File: src/rtl/fpnew_pkg.sv
//------------------------------------------------------------------------------
// Module      : fpnew_pkg
// Description : Shared FPU operation, format, rounding-mode and status types.
// Revision    : 1.0
//------------------------------------------------------------------------------
`default_nettype none

package fpnew_pkg;

  typedef enum logic [3:0] {
    FMADD, FNMSUB, ADD, MUL, DIV, SQRT, SGNJ, MINMAX,
    CMP, CLASSIFY, F2F, F2I, I2F, CPKAB, CPKCD
  } operation_e;

  typedef enum logic [2:0] {
    FP32    = 3'd0,
    FP64    = 3'd1,
    FP16    = 3'd2,
    FP8     = 3'd3,
    FP16ALT = 3'd4
  } fp_format_e;

  typedef enum logic [2:0] {
    RNE = 3'b000,
    RTZ = 3'b001,
    RDN = 3'b010,
    RUP = 3'b011,
    RMM = 3'b100,
    ROD = 3'b101,
    DYN = 3'b111
  } roundmode_e;

  typedef struct packed {
    logic NV;
    logic DZ;
    logic OF;
    logic UF;
    logic NX;
  } status_t;

endpackage

`default_nettype wire

File: src/rtl/fpnew_rr_arbiter.sv
//------------------------------------------------------------------------------
// Module      : fpnew_rr_arbiter
// Description : Requester select; round-robin when FPNEW_DIVSQRT_ARB_RR_EN is
//               defined, otherwise fixed priority (lowest index wins).
// Revision    : 1.0
//------------------------------------------------------------------------------
`default_nettype none

module fpnew_rr_arbiter #(
  parameter int unsigned NumReq = 4
) (
  input  logic                      clk_i,
  input  logic                      rst_ni,
  input  logic [NumReq-1:0]         valid_i,
  input  logic                      advance_i,
  output logic [NumReq-1:0]         gnt_o,
  output logic [$clog2(NumReq)-1:0] idx_o,
  output logic                      any_o
);

  localparam int unsigned IdxWidth = $clog2(NumReq);

  logic [IdxWidth-1:0] w_idx;
  logic                w_any;

`ifdef FPNEW_DIVSQRT_ARB_RR_EN
  logic [IdxWidth-1:0] r_last;
  logic [IdxWidth:0]   w_cand;

  // Scan starts just after the last winner and wraps at NumReq.
  always_comb begin
    w_idx  = '0;
    w_any  = 1'b0;
    w_cand = '0;
    for (int unsigned k = 1; k <= NumReq; k++) begin
      w_cand = {1'b0, r_last} + (IdxWidth+1)'(k);
      if (w_cand >= (IdxWidth+1)'(NumReq)) w_cand = w_cand - (IdxWidth+1)'(NumReq);
      if (!w_any && valid_i[w_cand[IdxWidth-1:0]]) begin
        w_any = 1'b1;
        w_idx = w_cand[IdxWidth-1:0];
      end
    end
  end

  always_ff @(posedge clk_i or negedge rst_ni) begin
    if (!rst_ni)        r_last <= IdxWidth'(NumReq - 1);
    else if (advance_i) r_last <= w_idx;
  end
`else
  logic w_unused;
  assign w_unused = ^{clk_i, rst_ni, advance_i};

  always_comb begin
    w_idx = '0;
    w_any = 1'b0;
    for (int unsigned k = 0; k < NumReq; k++) begin
      if (!w_any && valid_i[k]) begin
        w_any = 1'b1;
        w_idx = IdxWidth'(k);
      end
    end
  end
`endif

  assign idx_o = w_idx;
  assign any_o = w_any;
  assign gnt_o = w_any ? (NumReq'(1) << w_idx) : '0;

endmodule

`default_nettype wire

File: src/rtl/fpnew_divsqrt_arbiter.sv
//------------------------------------------------------------------------------
// Module      : fpnew_divsqrt_arbiter
// Description : Shares one divsqrt unit among NumReq requesters, one op in
//               flight. Macro FPNEW_DIVSQRT_ARB_RR_EN selects round-robin.
// Revision    : 1.0
//------------------------------------------------------------------------------
`default_nettype none

module fpnew_divsqrt_arbiter
  import fpnew_pkg::*;
#(
  parameter int unsigned NumReq   = 4,
  parameter int unsigned WIDTH    = 64,
  parameter int unsigned TagWidth = 8
) (
  input  logic                                 clk_i,
  input  logic                                 rst_ni,
  input  logic [NumReq-1:0]                    req_valid_i,
  output logic [NumReq-1:0]                    req_ready_o,
  input  logic [NumReq-1:0][1:0][WIDTH-1:0]    req_operands_i,
  input  operation_e [NumReq-1:0]              req_op_i,
  input  fp_format_e [NumReq-1:0]              req_fmt_i,
  input  roundmode_e [NumReq-1:0]              req_rnd_i,
  input  logic [NumReq-1:0][TagWidth-1:0]      req_tag_i,
  output logic [NumReq-1:0]                    rsp_valid_o,
  input  logic [NumReq-1:0]                    rsp_ready_i,
  output logic [WIDTH-1:0]                     rsp_result_o,
  output status_t                              rsp_status_o,
  output logic [TagWidth-1:0]                  rsp_tag_o,
  output logic                                 unit_valid_o,
  input  logic                                 unit_ready_i,
  output logic [1:0][WIDTH-1:0]                unit_operands_o,
  output operation_e                           unit_op_o,
  output fp_format_e                           unit_fmt_o,
  output roundmode_e                           unit_rnd_o,
  input  logic                                 unit_valid_i,
  output logic                                 unit_ready_o,
  input  logic [WIDTH-1:0]                     unit_result_i,
  input  status_t                              unit_status_i,
  input  logic                                 flush_i,
  output logic                                 unit_flush_o,
  output logic                                 busy_o
);

  localparam int unsigned IdxWidth = $clog2(NumReq);

  typedef enum logic [1:0] {
    IDLE  = 2'd0,
    ISSUE = 2'd1,
    WAIT  = 2'd2,
    RESP  = 2'd3
  } arb_state_e;

  arb_state_e            r_state, w_state_next;
  logic [NumReq-1:0]     w_gnt;
  logic [IdxWidth-1:0]   w_idx;
  logic                  w_any;
  logic                  w_accept, w_capture;

  logic [IdxWidth-1:0]   r_owner;
  logic [1:0][WIDTH-1:0] r_operands;
  operation_e            r_op;
  fp_format_e            r_fmt;
  roundmode_e            r_rnd;
  logic [TagWidth-1:0]   r_tag;
  logic [WIDTH-1:0]      r_result;
  status_t               r_status;
  logic [TagWidth-1:0]   r_rsp_tag;

  fpnew_rr_arbiter #(.NumReq(NumReq)) u_arb (
    .clk_i     (clk_i),
    .rst_ni    (rst_ni),
    .valid_i   (req_valid_i),
    .advance_i (w_accept),
    .gnt_o     (w_gnt),
    .idx_o     (w_idx),
    .any_o     (w_any)
  );

  always_ff @(posedge clk_i or negedge rst_ni) begin
    if (!rst_ni) r_state <= IDLE;
    else         r_state <= w_state_next;
  end

  always_comb begin
    w_state_next = r_state;
    req_ready_o  = '0;
    rsp_valid_o  = '0;
    unit_valid_o = 1'b0;
    unit_ready_o = 1'b0;
    w_accept     = 1'b0;
    w_capture    = 1'b0;
    case (r_state)
      IDLE: begin
        unit_ready_o = 1'b1;  // drain and discard stray results
        if (w_any) begin
          req_ready_o  = w_gnt;
          w_accept     = 1'b1;
          w_state_next = ISSUE;
        end
      end
      ISSUE: begin
        unit_valid_o = 1'b1;
        if (unit_ready_i) w_state_next = WAIT;
      end
      WAIT: begin
        unit_ready_o = 1'b1;
        if (unit_valid_i) begin
          w_capture    = 1'b1;
          w_state_next = RESP;
        end
      end
      RESP: begin
        rsp_valid_o[r_owner] = 1'b1;
        if (rsp_ready_i[r_owner]) w_state_next = IDLE;
      end
      default: w_state_next = IDLE;
    endcase
    // A kill suppresses every handshake and leaves the arbiter pointer alone.
    if (flush_i) begin
      w_state_next = IDLE;
      req_ready_o  = '0;
      rsp_valid_o  = '0;
      unit_valid_o = 1'b0;
      w_accept     = 1'b0;
      w_capture    = 1'b0;
    end
  end

  always_ff @(posedge clk_i or negedge rst_ni) begin
    if (!rst_ni) begin
      r_owner    <= '0;
      r_operands <= '0;
      r_op       <= FMADD;
      r_fmt      <= FP32;
      r_rnd      <= RNE;
      r_tag      <= '0;
      r_result   <= '0;
      r_status   <= '0;
      r_rsp_tag  <= '0;
    end else begin
      if (w_accept) begin
        r_owner    <= w_idx;
        r_operands <= req_operands_i[w_idx];
        r_op       <= req_op_i[w_idx];
        r_fmt      <= req_fmt_i[w_idx];
        r_rnd      <= req_rnd_i[w_idx];
        r_tag      <= req_tag_i[w_idx];
      end
      if (w_capture) begin
        r_result  <= unit_result_i;
        r_status  <= unit_status_i;
        r_rsp_tag <= r_tag;
      end
    end
  end

  assign unit_operands_o = r_operands;
  assign unit_op_o       = r_op;
  assign unit_fmt_o      = r_fmt;
  assign unit_rnd_o      = r_rnd;
  assign rsp_result_o    = r_result;
  assign rsp_status_o    = r_status;
  assign rsp_tag_o       = r_rsp_tag;
  assign unit_flush_o    = flush_i;
  assign busy_o          = (r_state != IDLE);

endmodule

`default_nettype wire

File: config.mk
export PLATFORM = sky130hd
export DESIGN_NAME = fpnew_divsqrt_arbiter
export DESIGN_NICKNAME = d
export VERILOG_FILES = /design/src/rtl/fpnew_pkg.sv /design/src/rtl/fpnew_rr_arbiter.sv /design/src/rtl/fpnew_divsqrt_arbiter.sv
export SDC_FILE = /design/constraint.sdc
export NUM_CORES = 1
export LEC_CHECK = 0
export BUFFER_PORTS_ARGS = -buffer_cell sky130_fd_sc_hd__buf_2
export CORE_AREA = 2 2 348 350
export DETAILED_ROUTE_END_ITERATION = 16
export DIE_AREA = 0 0 350 352
export HOLD_SLACK_MARGIN = 0.1
export PLACE_DENSITY = 0.4
export SYNTH_ARGS = -nofsm -noshare
export SYNTH_HDL_FRONTEND = slang
export SYNTH_SLANG_ARGS = --single-unit
File: constraint.sdc
create_clock -name clk_i -period 1.6 [get_ports clk_i]
set_clock_uncertainty 0.05 [all_clocks]
set_input_delay 0.08 -clock clk_i [delete_from_list [all_inputs] [get_ports clk_i]]
set_output_delay 0.08 -clock clk_i [all_outputs]
set_load 0.1 [all_outputs]
==> impl_metrics.json, run 1 <==
{
  "status": "finished, violations left",
  "failing_checks": "setup timing",
  "root_buffer": "sky130_fd_sc_hd__clkbuf_16",
  "clk_path_buf_depth": 3,
  "die_h_um": 352,
  "syn_avg_cell_area_um2": 11.0,
  "number_of_top_level_pins": 893,
  "place_hpwl_mm": 62.3,
  "timing.hold.ws_ps": 189,
  "synth_enable_flop_cells": 0,
  "vdd_ir_drop_max_uv": 1240,
  "regToRegSetupSlack_ps": -410,
  "initial_utilization": 0.0973,
  "setup.worst_path.class": "reg2out",
  "yosys.area_share.xor_xnor": 0,
  "cell_area_after_synthesis_um2": 11600,
  "yosys.area.top_type_share": 0.489,
  "crit_end_element": "primary output",
  "period_needed_ps": 2120,
  "r2r-start": "r_state[1]$_DFFE_PN0P_",
  "clock_insertion_delay_at_the_later_pin_of_the_skew_report_ps": 570,
  "postSynthRegisterBits": 227,
  "slowest_delay_ps": 440,
  "grt_pass1_wl_mm": 115,
  "finalNetCount": 3209,
  "synth_area_leader_cell": "sky130_fd_sc_hd__dfrtp_1",
  "detail_route.iter0.violations": 1316,
  "worst_r2r_path_depth": 11,
  "firstDrtPassIters": 8,
  "core_region_area_um2": 119000,
  "final_hold_viol_count": 0,
  "post-route-drc-count": 0,
  "maxCapViolCount": 0,
  "routed_via_density": 3.85,
  "yosys.area_share.adder": 0.00431,
  "postSynthNetCount": 1725,
  "flow.area_growth_from_synthesis_pct": 144,
  "quantity_of_i_o_buffers_inserted_on_ports": 892,
  "yosys-top-cells-area": "sky130_fd_sc_hd__dfrtp_1, sky130_fd_sc_hd__a222oi_1, sky130_fd_sc_hd__a22o_1",
  "ctsHtreeMaxLevel": 2,
  "top_library_cells_by_usage_in_the_layout_fill_and_taps_aside": "sky130_fd_sc_hd__buf_2, sky130_fd_sc_hd__dlygate4sd3_1, sky130_fd_sc_hd__dfrtp_1",
  "initial_antenna_violation_count": 9,
  "tritoncts.num_buffers": 34,
  "cp_max_fo": 4,
  "gp_routability_congestion": 0.875,
  "placedInstanceArea_um2": 19300,
  "critical-path-top-delay-family": "flip-flops",
  "max-slew-margin-rel": 0.611,
  "period_share": 1.32,
  "cts.sink_count": 227,
  "unrepaired_setup_endpoints_after_global_routing": "yes",
  "max_slew.worst_pin.slew_ps": 584,
  "largest_family_of_logic_cells_by_synthesized_area": "compound AO/OA/AOI/OAI gates",
  "holdPathEnd": "unit_operands_o[88]$_DFFE_PN0P_",
  "hold_path_startpoint": "req_operands_i[472]",
  "setup_ws_ps": -518,
  "cpMaxStageDelayCell": "sky130_fd_sc_hd__dfrtp_2",
  "grt_pass1_vias": 16800,
  "muxShareOfSynthArea": 0.0785,
  "r2r-end": "unit_op_o[1]$_DFFE_PN0P_",
  "routed_wl_mm": 84.5,
  "synthFlopType": "sky130_fd_sc_hd__dfrtp_1",
  "asyncSetResetFlopFracSynth": 1.00,
  "dieArea_um2": 123000,
  "post_route_cells_drive_above_1_share": 0.601,
  "yosysUniqueCellTypes": 34,
  "placementRows": 127,
  "finalCoreUtilization": 0.237,
  "holdCritPathClass": "in2reg",
  "route.vias.total": 16100,
  "critical_path_required_ps": 1470,
  "path_cells": "inv_2, ha_4, clkinvlp_4, nor2_4, and3_4, buf_12",
  "post_route_design_area_um2": 28300,
  "globalRouteTotalUtil": 0.128,
  "timing.final.setup_violations": 237,
  "final_common_cell": "sky130_fd_sc_hd__buf_2",
  "max_clk_rate_mhz": 472,
  "clkSlewWorstSetupHoldPaths_ps": 60,
  "p_per_area_nw_per_um2": 2100,
  "static-leakage-power_nw": 12.5,
  "globalRoute.totalOverflow": 0,
  "ys_seq_area_frac": 0.489,
  "final_max_slew_violation_count": 0,
  "cts_tree": "done",
  "dieWidth_um": 350,
  "largest_net_degree_at_the_start_of_global_routing": 69,
  "critical_path.startpoint_type": "register",
  "hold_depth": 5,
  "synth_compound_area_frac": 0.306,
  "critical_path.n_buffers_inverters": 3,
  "detail_route.wl_per_cell_um": 20.2,
  "post_synth_and_or_nand_nor_area_fraction": 0.0620,
  "antenna_left": 0,
  "critPathArrivalTime_ps": 1990,
  "synth_warnings": 0,
  "post_synth_inst_count": 1055
}
-- worst max path at each step --
stage | from | end | slack (ps) | cells after the start
after floorplan | r_state[0]$_DFFE_PN0P_ | rsp_valid_o[2] | -460 | 3
after global placement | req_valid_i[3] | unit_operands_o[89]$_DFFE_PN0P_ | -260 | 9
after detailed placement | req_valid_i[3] | unit_operands_o[92]$_DFFE_PN0P_ | -250 | 7
after CTS | r_state[1]$_DFFE_PN0P_ | req_ready_o[3] | -600 | 6
after global routing | r_state[1]$_DFFE_PN0P_ | req_ready_o[3] | -620 | 6
final | r_state[1]$_DFFE_PN0P_ | req_ready_o[3] | -520 | 6
-- sequential cells by signal, summed over array words and instances, names as in the netlist --
name / count
unit_operands_o: 128
r_tag: 8
r_state: 2
unit_fmt_o: 3
rsp_result_o: 64
unit_rnd_o: 3
r_owner: 2
rsp_status_o: 5
rsp_tag_o: 8
unit_op_o: 4
-- repair_timing --
item	in CTS	in global routing
pin swaps	9	6
endpoints found under the setup margin	265	286
setup buffers	40	13
resized for setup	216	394
cloned	23	11
hold endpoints to repair	446	0
hold buffers	451	0
-- per-layer routing --
layer | part of all wire | up-vias | track usage | wire length, um
met3 | 0.077 | 127 | 0.0344 | 6530
met2 | 0.50 | 794 | 0.224 | 42000
li1 | - | 7236 | - | -
met4 | 0.036 | 2 | 0.0491 | 3040
met5 | 0.00015 | - | 0 | 13
met1 | 0.39 | 7948 | 0.147 | 32900
-- cell type report --
cell class,count,area (um^2)
Inverter,5,26.3
Fill cell,12900,91100
Antenna cell,6,15.0
Clock buffer,46,957
Sequential cell,227,5680
Multi-Input combinational cell,701,6850
Timing Repair Buffer,1570,12500
Clock inverter,13,259
Tap cell,1612,2020
-- Yosys cell counts (2+ instances only) --
master and n:
sky130_fd_sc_hd__inv_1 4, sky130_fd_sc_hd__nor2_1 154, sky130_fd_sc_hd__dfrtp_1 227, sky130_fd_sc_hd__clkbuf_1 36, sky130_fd_sc_hd__a22o_1 146, sky130_fd_sc_hd__nand2b_1 3, sky130_fd_sc_hd__buf_4 6, sky130_fd_sc_hd__mux2_1 31
sky130_fd_sc_hd__ha_1 4, sky130_fd_sc_hd__mux2_2 49, sky130_fd_sc_hd__a222oi_1 146, sky130_fd_sc_hd__and3_1 2, sky130_fd_sc_hd__a21oi_1 147, sky130_fd_sc_hd__nor2_4 2, sky130_fd_sc_hd__buf_6 16, sky130_fd_sc_hd__buf_2 64
-- report_power, final --
| group | switching (W) | internal (W) |
|---|---|---|
| clock network | 0.00305 | 0.00533 |
| registers | 0.00255 | 0.00864 |
| logic | 0.0291 | 0.0106 |
-- worst register-to-register path: cells and delay by family, from the launching register on --
family | cells | cell delay [ps]
AO/OA/AOI/OAI | 2 | 310
AND/OR/NAND/NOR | 2 | 110
buffers and inverters | 6 | 850
adder cells (fa/ha/maj) | 1 | 170
flip-flops | 1 | 440
-- cell families after synthesis --
family	Yosys count
compound gates	446
fa+ha+maj	4
simple gates	170
buf+inv	127
mux	81
flops	227
-- metrics by stage --
stage	setup slack [ps]	std cells	power, W	TNS, ps
floorplan	-463	1055	0.0348	-4160
global placement	-261	3594	0.0432	-22020
detailed placement	-250	3594	0.0433	-24770
CTS	-604	4166	0.0568	-73260
global route	-617	4178	0.0619	-81480
finish	-518	4180	0.0594	-61530
Power figures use the tool's default switching activity.
==> run 2: changes to the inputs <==
--- a/config.mk
+++ b/config.mk
@@ -5,6 +5,7 @@
 export SDC_FILE = /design/constraint.sdc
 export NUM_CORES = 1
 export LEC_CHECK = 0
+export ABC_CLOCK_PERIOD_IN_PS = 1900
 export BUFFER_PORTS_ARGS = -buffer_cell sky130_fd_sc_hd__buf_2
 export CORE_AREA = 2 2 348 350
 export DETAILED_ROUTE_END_ITERATION = 16
==> constraint.sdc (replaced) <==
create_clock -name clk_i -period 1.9 [get_ports clk_i]
set_clock_uncertainty 0.05 [all_clocks]
set_input_delay 0.095 -clock clk_i [delete_from_list [all_inputs] [get_ports clk_i]]
set_output_delay 0.095 -clock clk_i [all_outputs]
set_load 0.1 [all_outputs]
==> impl_metrics.json, run 2 (synthesis gave the netlist of run 1 again) <==
{
  "routed_wl_mm": 84.8,
  "crit_end_element": "primary output",
  "detail_route.wl_per_cell_um": 20.7,
  "root_buffer": "sky130_fd_sc_hd__clkbuf_16",
  "globalRouteTotalUtil": 0.117,
  "status": "finished, violations left",
  "post_route_cells_drive_above_1_share": 0.498,
  "routed_via_density": 3.81,
  "detail_route.iter0.violations": 1420,
  "slowest_delay_ps": 420,
  "post-place-cells": 3553,
  "clkSlewWorstSetupHoldPaths_ps": 60,
  "largest_net_degree_at_the_start_of_global_routing": 84,
  "die_h_um": 352,
  "placement.setup.worst_slack_ps": -141,
  "cp_max_fo": 3,
  "grt_pass1_wl_mm": 106,
  "cts.sink_count": 227,
  "dieArea_um2": 123000,
  "grt_pass1_vias": 15800,
  "holdCritPathClass": "in2reg",
  "core_region_area_um2": 119000,
  "hold_depth": 5,
  "worst_r2r_path_depth": 10,
  "number_of_top_level_pins": 893,
  "final_max_slew_violation_count": 0,
  "post_route_design_area_um2": 25700,
  "r2r-start": "r_state[1]$_DFFE_PN0P_",
  "power.total_w": 0.0453,
  "final_hold_viol_count": 0,
  "firstDrtPassIters": 9,
  "max_clk_rate_mhz": 460,
  "initial_antenna_violation_count": 20,
  "gp_routability_congestion": 0.886,
  "initial_utilization": 0.0973,
  "placedInstanceArea_um2": 18800,
  "holdPathEnd": "unit_operands_o[91]$_DFFE_PN0P_",
  "static-leakage-power_nw": 12.0,
  "timing.hold.ws_ps": 147,
  "final-seq-area_um2": 5680,
  "critical_path_required_ps": 1750,
  "multi_input_area_um2": 5660,
  "cpMaxStageDelayCell": "sky130_fd_sc_hd__dfrtp_1",
  "r2r-end": "r_tag[6]$_DFFE_PN0P_",
  "placementRows": 127,
  "route.vias.total": 15600,
  "setup_ws_ps": -273,
  "cts_tree": "done",
  "antenna_left": 0,
  "period_share": 1.14,
  "period_needed_ps": 2170,
  "place_hpwl_mm": 61.1,
  "max-slew-margin-rel": 0.527,
  "setup.worst_path.class": "reg2out",
  "clk_path_buf_depth": 3,
  "dieWidth_um": 350,
  "final_common_cell": "sky130_fd_sc_hd__buf_2",
  "max_slew.worst_pin.slew_ps": 710,
  "critical_path.startpoint_type": "register",
  "top_library_cells_by_usage_in_the_layout_fill_and_taps_aside": "sky130_fd_sc_hd__buf_2, sky130_fd_sc_hd__dlygate4sd3_1, sky130_fd_sc_hd__dfrtp_1",
  "tritoncts.num_buffers": 31,
  "failing_checks": "setup timing",
  "p_per_area_nw_per_um2": 1760,
  "num-fill-cells": 13100,
  "finalNonFillerCells": 4092,
  "hold_path_startpoint": "req_operands_i[347]",
  "unrepaired_setup_endpoints_after_global_routing": "yes",
  "largest_reg_flops": 128,
  "path_cells": "ha_4, or3b_4, nor2_4, buf_12",
  "maxCapViolCount": 0,
  "ctsHtreeMaxLevel": 1,
  "finalNetCount": 3121,
  "regToRegSetupSlack_ps": -90,
  "vdd_ir_drop_max_uv": 1070,
  "post-route-drc-count": 0,
  "critPathArrivalTime_ps": 2030,
  "timing.final.setup_violations": 104,
  "flow.area_growth_from_synthesis_pct": 122,
  "quantity_of_i_o_buffers_inserted_on_ports": 892,
  "clock_insertion_delay_at_the_later_pin_of_the_skew_report_ps": 620,
  "globalRoute.totalOverflow": 0
}
-- run 2: cell types whose count changed in the layout (fill, tap and decap cells not counted), sizes merged --
cell,delta
clkbuf,-32
diode,+2
dlymetal6s4s,-1
clkinv,+1
buf,-16
dlygate4sd3,-39
bufinv,-5
clkinvlp,+2
-- run 2: layout make-up --
cell class / instances / share of cell area
Antenna cell: 8 / 0.000779
Clock buffer: 43 / 0.0331
Clock inverter: 11 / 0.00496
Inverter: 5 / 0.000876
Multi-Input combinational cell: 701 / 0.220
Sequential cell: 227 / 0.221
Tap cell: 1612 / 0.0784
Timing Repair Buffer: 1485 / 0.441
-- run 2: worst max-delay path by stage --
stage                                                 end  slack (ps)                    from  cells past startpoint
final                                      rsp_valid_o[0]        -270  r_state[0]$_DFFE_PN0P_                      4
after global routing                       req_ready_o[3]        -360  r_state[0]$_DFFE_PN0P_                      7
after CTS                                  rsp_valid_o[0]        -360  r_state[0]$_DFFE_PN0P_                      4
after detailed placement  unit_operands_o[98]$_DFFE_PN0P_        -140          req_valid_i[3]                      7
after global placement    unit_operands_o[98]$_DFFE_PN0P_        -150          req_valid_i[3]                      7
after floorplan                    r_owner[0]$_DFFE_PN0P_        -180  r_state[0]$_DFFE_PN0P_                      6
-- run 2: metrics by stage --
stage	TNS, ps	util
finish	-5320	0.215
CTS	-4730	0.202
global route	-24020	0.215
global placement	-225	0.158
detailed placement	-266	0.158
floorplan	-983	-
-- run 2: worst max-delay path, delay by kind of cell, from the launching register on --
family | cells | cell delay, ps
adder cells (fa/ha/maj) | 1 | 160
AND/OR/NAND/NOR | 2 | 620
buffers and inverters | 1 | 210
flip-flops | 1 | 420
-- run 2: power by group --
part	total (W)	switching, W	internal, W
Sequential	0.00876	0.00149	0.00726
Clock	0.00577	0.00240	0.00337
Combinational	0.0307	0.0234	0.00736
Total	0.0453	0.0273	0.0180
-- run 2: what timing repair did --
item / in CTS / in global routing
resized for setup: 30 / 148
hold endpoints to repair: 446 / 1
hold buffers: 411 / 1
setup endpoints to repair: 11 / 214
buffers inserted: 10 / 22
cloned: 0 / 36
pin swaps: 6 / 7
-- run 2: layer usage --
metal	up-vias	wire length, um	track usage
li1	7053	-	-
met3	131	5410	0.0218
met1	7583	33100	0.134
met4	2	3320	0.0486
met5	-	12	0
met2	838	43000	0.211
==> run 3: changes to the inputs <==
--- a/config.mk
+++ b/config.mk
@@ -7,11 +7,12 @@
 export LEC_CHECK = 0
 export ABC_CLOCK_PERIOD_IN_PS = 1900
 export BUFFER_PORTS_ARGS = -buffer_cell sky130_fd_sc_hd__buf_2
-export CORE_AREA = 2 2 348 350
+export CORE_AREA = 3 3 349 351
 export DETAILED_ROUTE_END_ITERATION = 16
-export DIE_AREA = 0 0 350 352
+export DIE_AREA = 0 0 352 354
 export HOLD_SLACK_MARGIN = 0.1
 export PLACE_DENSITY = 0.4
+export SETUP_SLACK_MARGIN = 0.15
 export SYNTH_ARGS = -nofsm -noshare
 export SYNTH_HDL_FRONTEND = slang
 export SYNTH_SLANG_ARGS = --single-unit
==> impl_metrics.json, run 3 (synthesis gave the netlist of run 1 again) <==
{
  "max-slew-margin-rel": 0.541,
  "flow.area_growth_from_synthesis_pct": 112,
  "regToRegSetupSlack_ps": 30,
  "route.vias.total": 15400,
  "num-fill-cells": 13200,
  "globalRouteTotalUtil": 0.122,
  "post_route_cells_drive_above_1_share": 0.478,
  "routed_wl_mm": 81.6,
  "r2r-end": "unit_operands_o[12]$_DFFE_PN0P_",
  "number_of_top_level_pins": 893,
  "post-route-drc-count": 0,
  "setup_ws_ps": -253,
  "vdd_ir_drop_max_uv": 1080,
  "placement.setup.worst_slack_ps": 32.0,
  "p_per_area_nw_per_um2": 1760,
  "top_library_cells_by_usage_in_the_layout_fill_and_taps_aside": "sky130_fd_sc_hd__buf_2, sky130_fd_sc_hd__dlygate4sd3_1, sky130_fd_sc_hd__dfrtp_1",
  "p_sw_frac": 0.615,
  "globalRoute.totalOverflow": 0,
  "clkPwrFrac": 0.131,
  "maxCapViolCount": 0,
  "grt_pass1_wl_mm": 112,
  "cpMaxStageDelayCell": "sky130_fd_sc_hd__dfrtp_2",
  "switchingPower_w": 0.0267,
  "antenna_left": 0,
  "period_needed_ps": 2150,
  "crit_end_element": "primary output",
  "core_region_area_um2": 119000,
  "cellInternalPower_w": 0.0167,
  "firstDrtPassIters": 9,
  "max_slew.worst_pin.slew_ps": 694,
  "tritoncts.num_buffers": 29,
  "clock_insertion_delay_at_the_later_pin_of_the_skew_report_ps": 580,
  "final_common_cell": "sky130_fd_sc_hd__buf_2",
  "final_hold_viol_count": 0,
  "path_cells": "inv_2, ha_4, clkinvlp_4, nor2_4, and3_4, buf_12",
  "quantity_of_i_o_buffers_inserted_on_ports": 892,
  "pwr-share-seq": 0.200,
  "largest_reg_flops": 128,
  "timing.final.setup_violations": 7,
  "dieWidth_um": 352,
  "detail_route.iter0.violations": 1456,
  "cp_max_fo": 5,
  "grt_pass1_vias": 16000,
  "status": "finished, violations left",
  "holdCritPathClass": "in2reg",
  "final-seq-area_um2": 5680,
  "critical_path_required_ps": 1750,
  "failing_checks": "setup timing",
  "holdPathEnd": "unit_fmt_o[2]$_DFFE_PN0P_",
  "dieArea_um2": 125000,
  "hold_depth": 5,
  "cts_tree": "done",
  "unrepaired_setup_endpoints_after_global_routing": "yes",
  "place_hpwl_mm": 63.2,
  "critical-path-top-delay-family": "flip-flops",
  "critical_path.startpoint_type": "register",
  "r2r-start": "r_state[0]$_DFFE_PN0P_",
  "routed_via_density": 3.79,
  "part_of_the_power_in_combinational_logic": 0.670,
  "gp_routability_congestion": 0.915,
  "clkSlewWorstSetupHoldPaths_ps": 60,
  "slowest_delay_ps": 440,
  "initial_utilization": 0.0973,
  "critical_path.n_buffers_inverters": 3,
  "period_share": 1.13,
  "multi_input_area_um2": 5450,
  "setup.worst_path.class": "reg2out",
  "die_h_um": 354,
  "cts.sink_count": 227,
  "hold_path_startpoint": "req_fmt_i[11]",
  "finalNetCount": 3073,
  "max_clk_rate_mhz": 465,
  "detail_route.wl_per_cell_um": 20.2,
  "critPathArrivalTime_ps": 2010,
  "final_max_slew_violation_count": 0,
  "placementRows": 127,
  "clk_path_buf_depth": 3,
  "largest_net_degree_at_the_start_of_global_routing": 82,
  "power.total_w": 0.0434,
  "root_buffer": "sky130_fd_sc_hd__clkbuf_16",
  "worst_r2r_path_depth": 9,
  "ctsHtreeMaxLevel": 1,
  "initial_antenna_violation_count": 19,
  "static-leakage-power_nw": 11.3
}
-- run 3: cell types whose count changed in the layout (fill, tap and decap cells not counted), sizes merged --
cell          delta
clkinv           +2
bufbuf           +1
dlygate4sd3     +14
buf             -39
clkinvlp         -1
inv              -2
dlymetal6s4s     +2
diode            +4
clkbuf          -24
-- run 3: worst max path at each step --
stage	start	end	slack, ps	depth (start not counted)
finish	r_state[0]$_DFFE_PN0P_	req_ready_o[2]	-250	6
floorplan	r_state[0]$_DFFE_PN0P_	r_owner[0]$_DFFE_PN0P_	-180	6
global placement	req_valid_i[3]	unit_operands_o[22]$_DFFE_PN0P_	40	6
CTS	r_state[0]$_DFFE_PN0P_	rsp_valid_o[0]	-370	5
detailed placement	r_state[0]$_DFFE_PN0P_	unit_operands_o[45]$_DFFE_PN0P_	30	8
global route	r_state[0]$_DFFE_PN0P_	rsp_valid_o[1]	-360	5
-- run 3: area by class of cell --
type / instances / area share
antenna: 12 / 0.00122
timing repair buffer: 1439 / 0.425
inverter: 5 / 0.00107
clock inverter: 10 / 0.00432
sequential: 227 / 0.231
tap: 1612 / 0.0819
multi-input combinational: 701 / 0.221
clock buffer: 43 / 0.0348
-- run 3: layer usage --
metal  track usage  vias up  part of all wire
li1              -     6954                 -
met1         0.142     7498              0.39
met2         0.209      771              0.48
met3        0.0393      125             0.094
met4        0.0452        6             0.036
met5             0        -           0.00058
-- run 3: worst reg2reg max path, cell delays in order (launching register included) --
cell and delay (ps):
sky130_fd_sc_hd__dfrtp_2 440, sky130_fd_sc_hd__inv_2 120, sky130_fd_sc_hd__ha_4 190, sky130_fd_sc_hd__nand2b_4 70, sky130_fd_sc_hd__a21oi_4 130, sky130_fd_sc_hd__buf_12 160, sky130_fd_sc_hd__bufbuf_16 300, sky130_fd_sc_hd__buf_4 160
sky130_fd_sc_hd__nor2_1 40, sky130_fd_sc_hd__a21oi_1 130
-- run 3: metrics by stage --
step	hold WS (ps)	TNS (ps)	utilization	cells	area, um^2
2_1_floorplan	-251	-983	-	1055	11700
3_3_place_gp	-2.08	0	0.156	3536	18600
3_5_place_dp	-4.68	0	0.156	3536	18600
4_1_cts	103	-6610	0.203	4026	24200
5_1_grt	142	-5930	0.206	4043	24600
6_report	154	-1390	0.206	4049	24600
-- run 3: what timing repair did --
action                                  CTS  global route
pin swaps                                 4             3
gates resized for setup                  37            65
endpoints found under the setup margin  201           239
hold endpoints to repair                447             1
setup buffers                             9             5
hold buffers                            425             2
cloned                                    3             4
-- run 3: power groups by stage --
stage          combinational (W)  sequential, W  clock [W]
2_1_floorplan            0.00410         0.0252          0
3_3_place_gp              0.0272        0.00870          0
3_5_place_dp              0.0272        0.00873          0
4_1_cts                   0.0287        0.00868    0.00593
5_1_grt                   0.0302        0.00898    0.00612
6_report                  0.0291        0.00867    0.00567
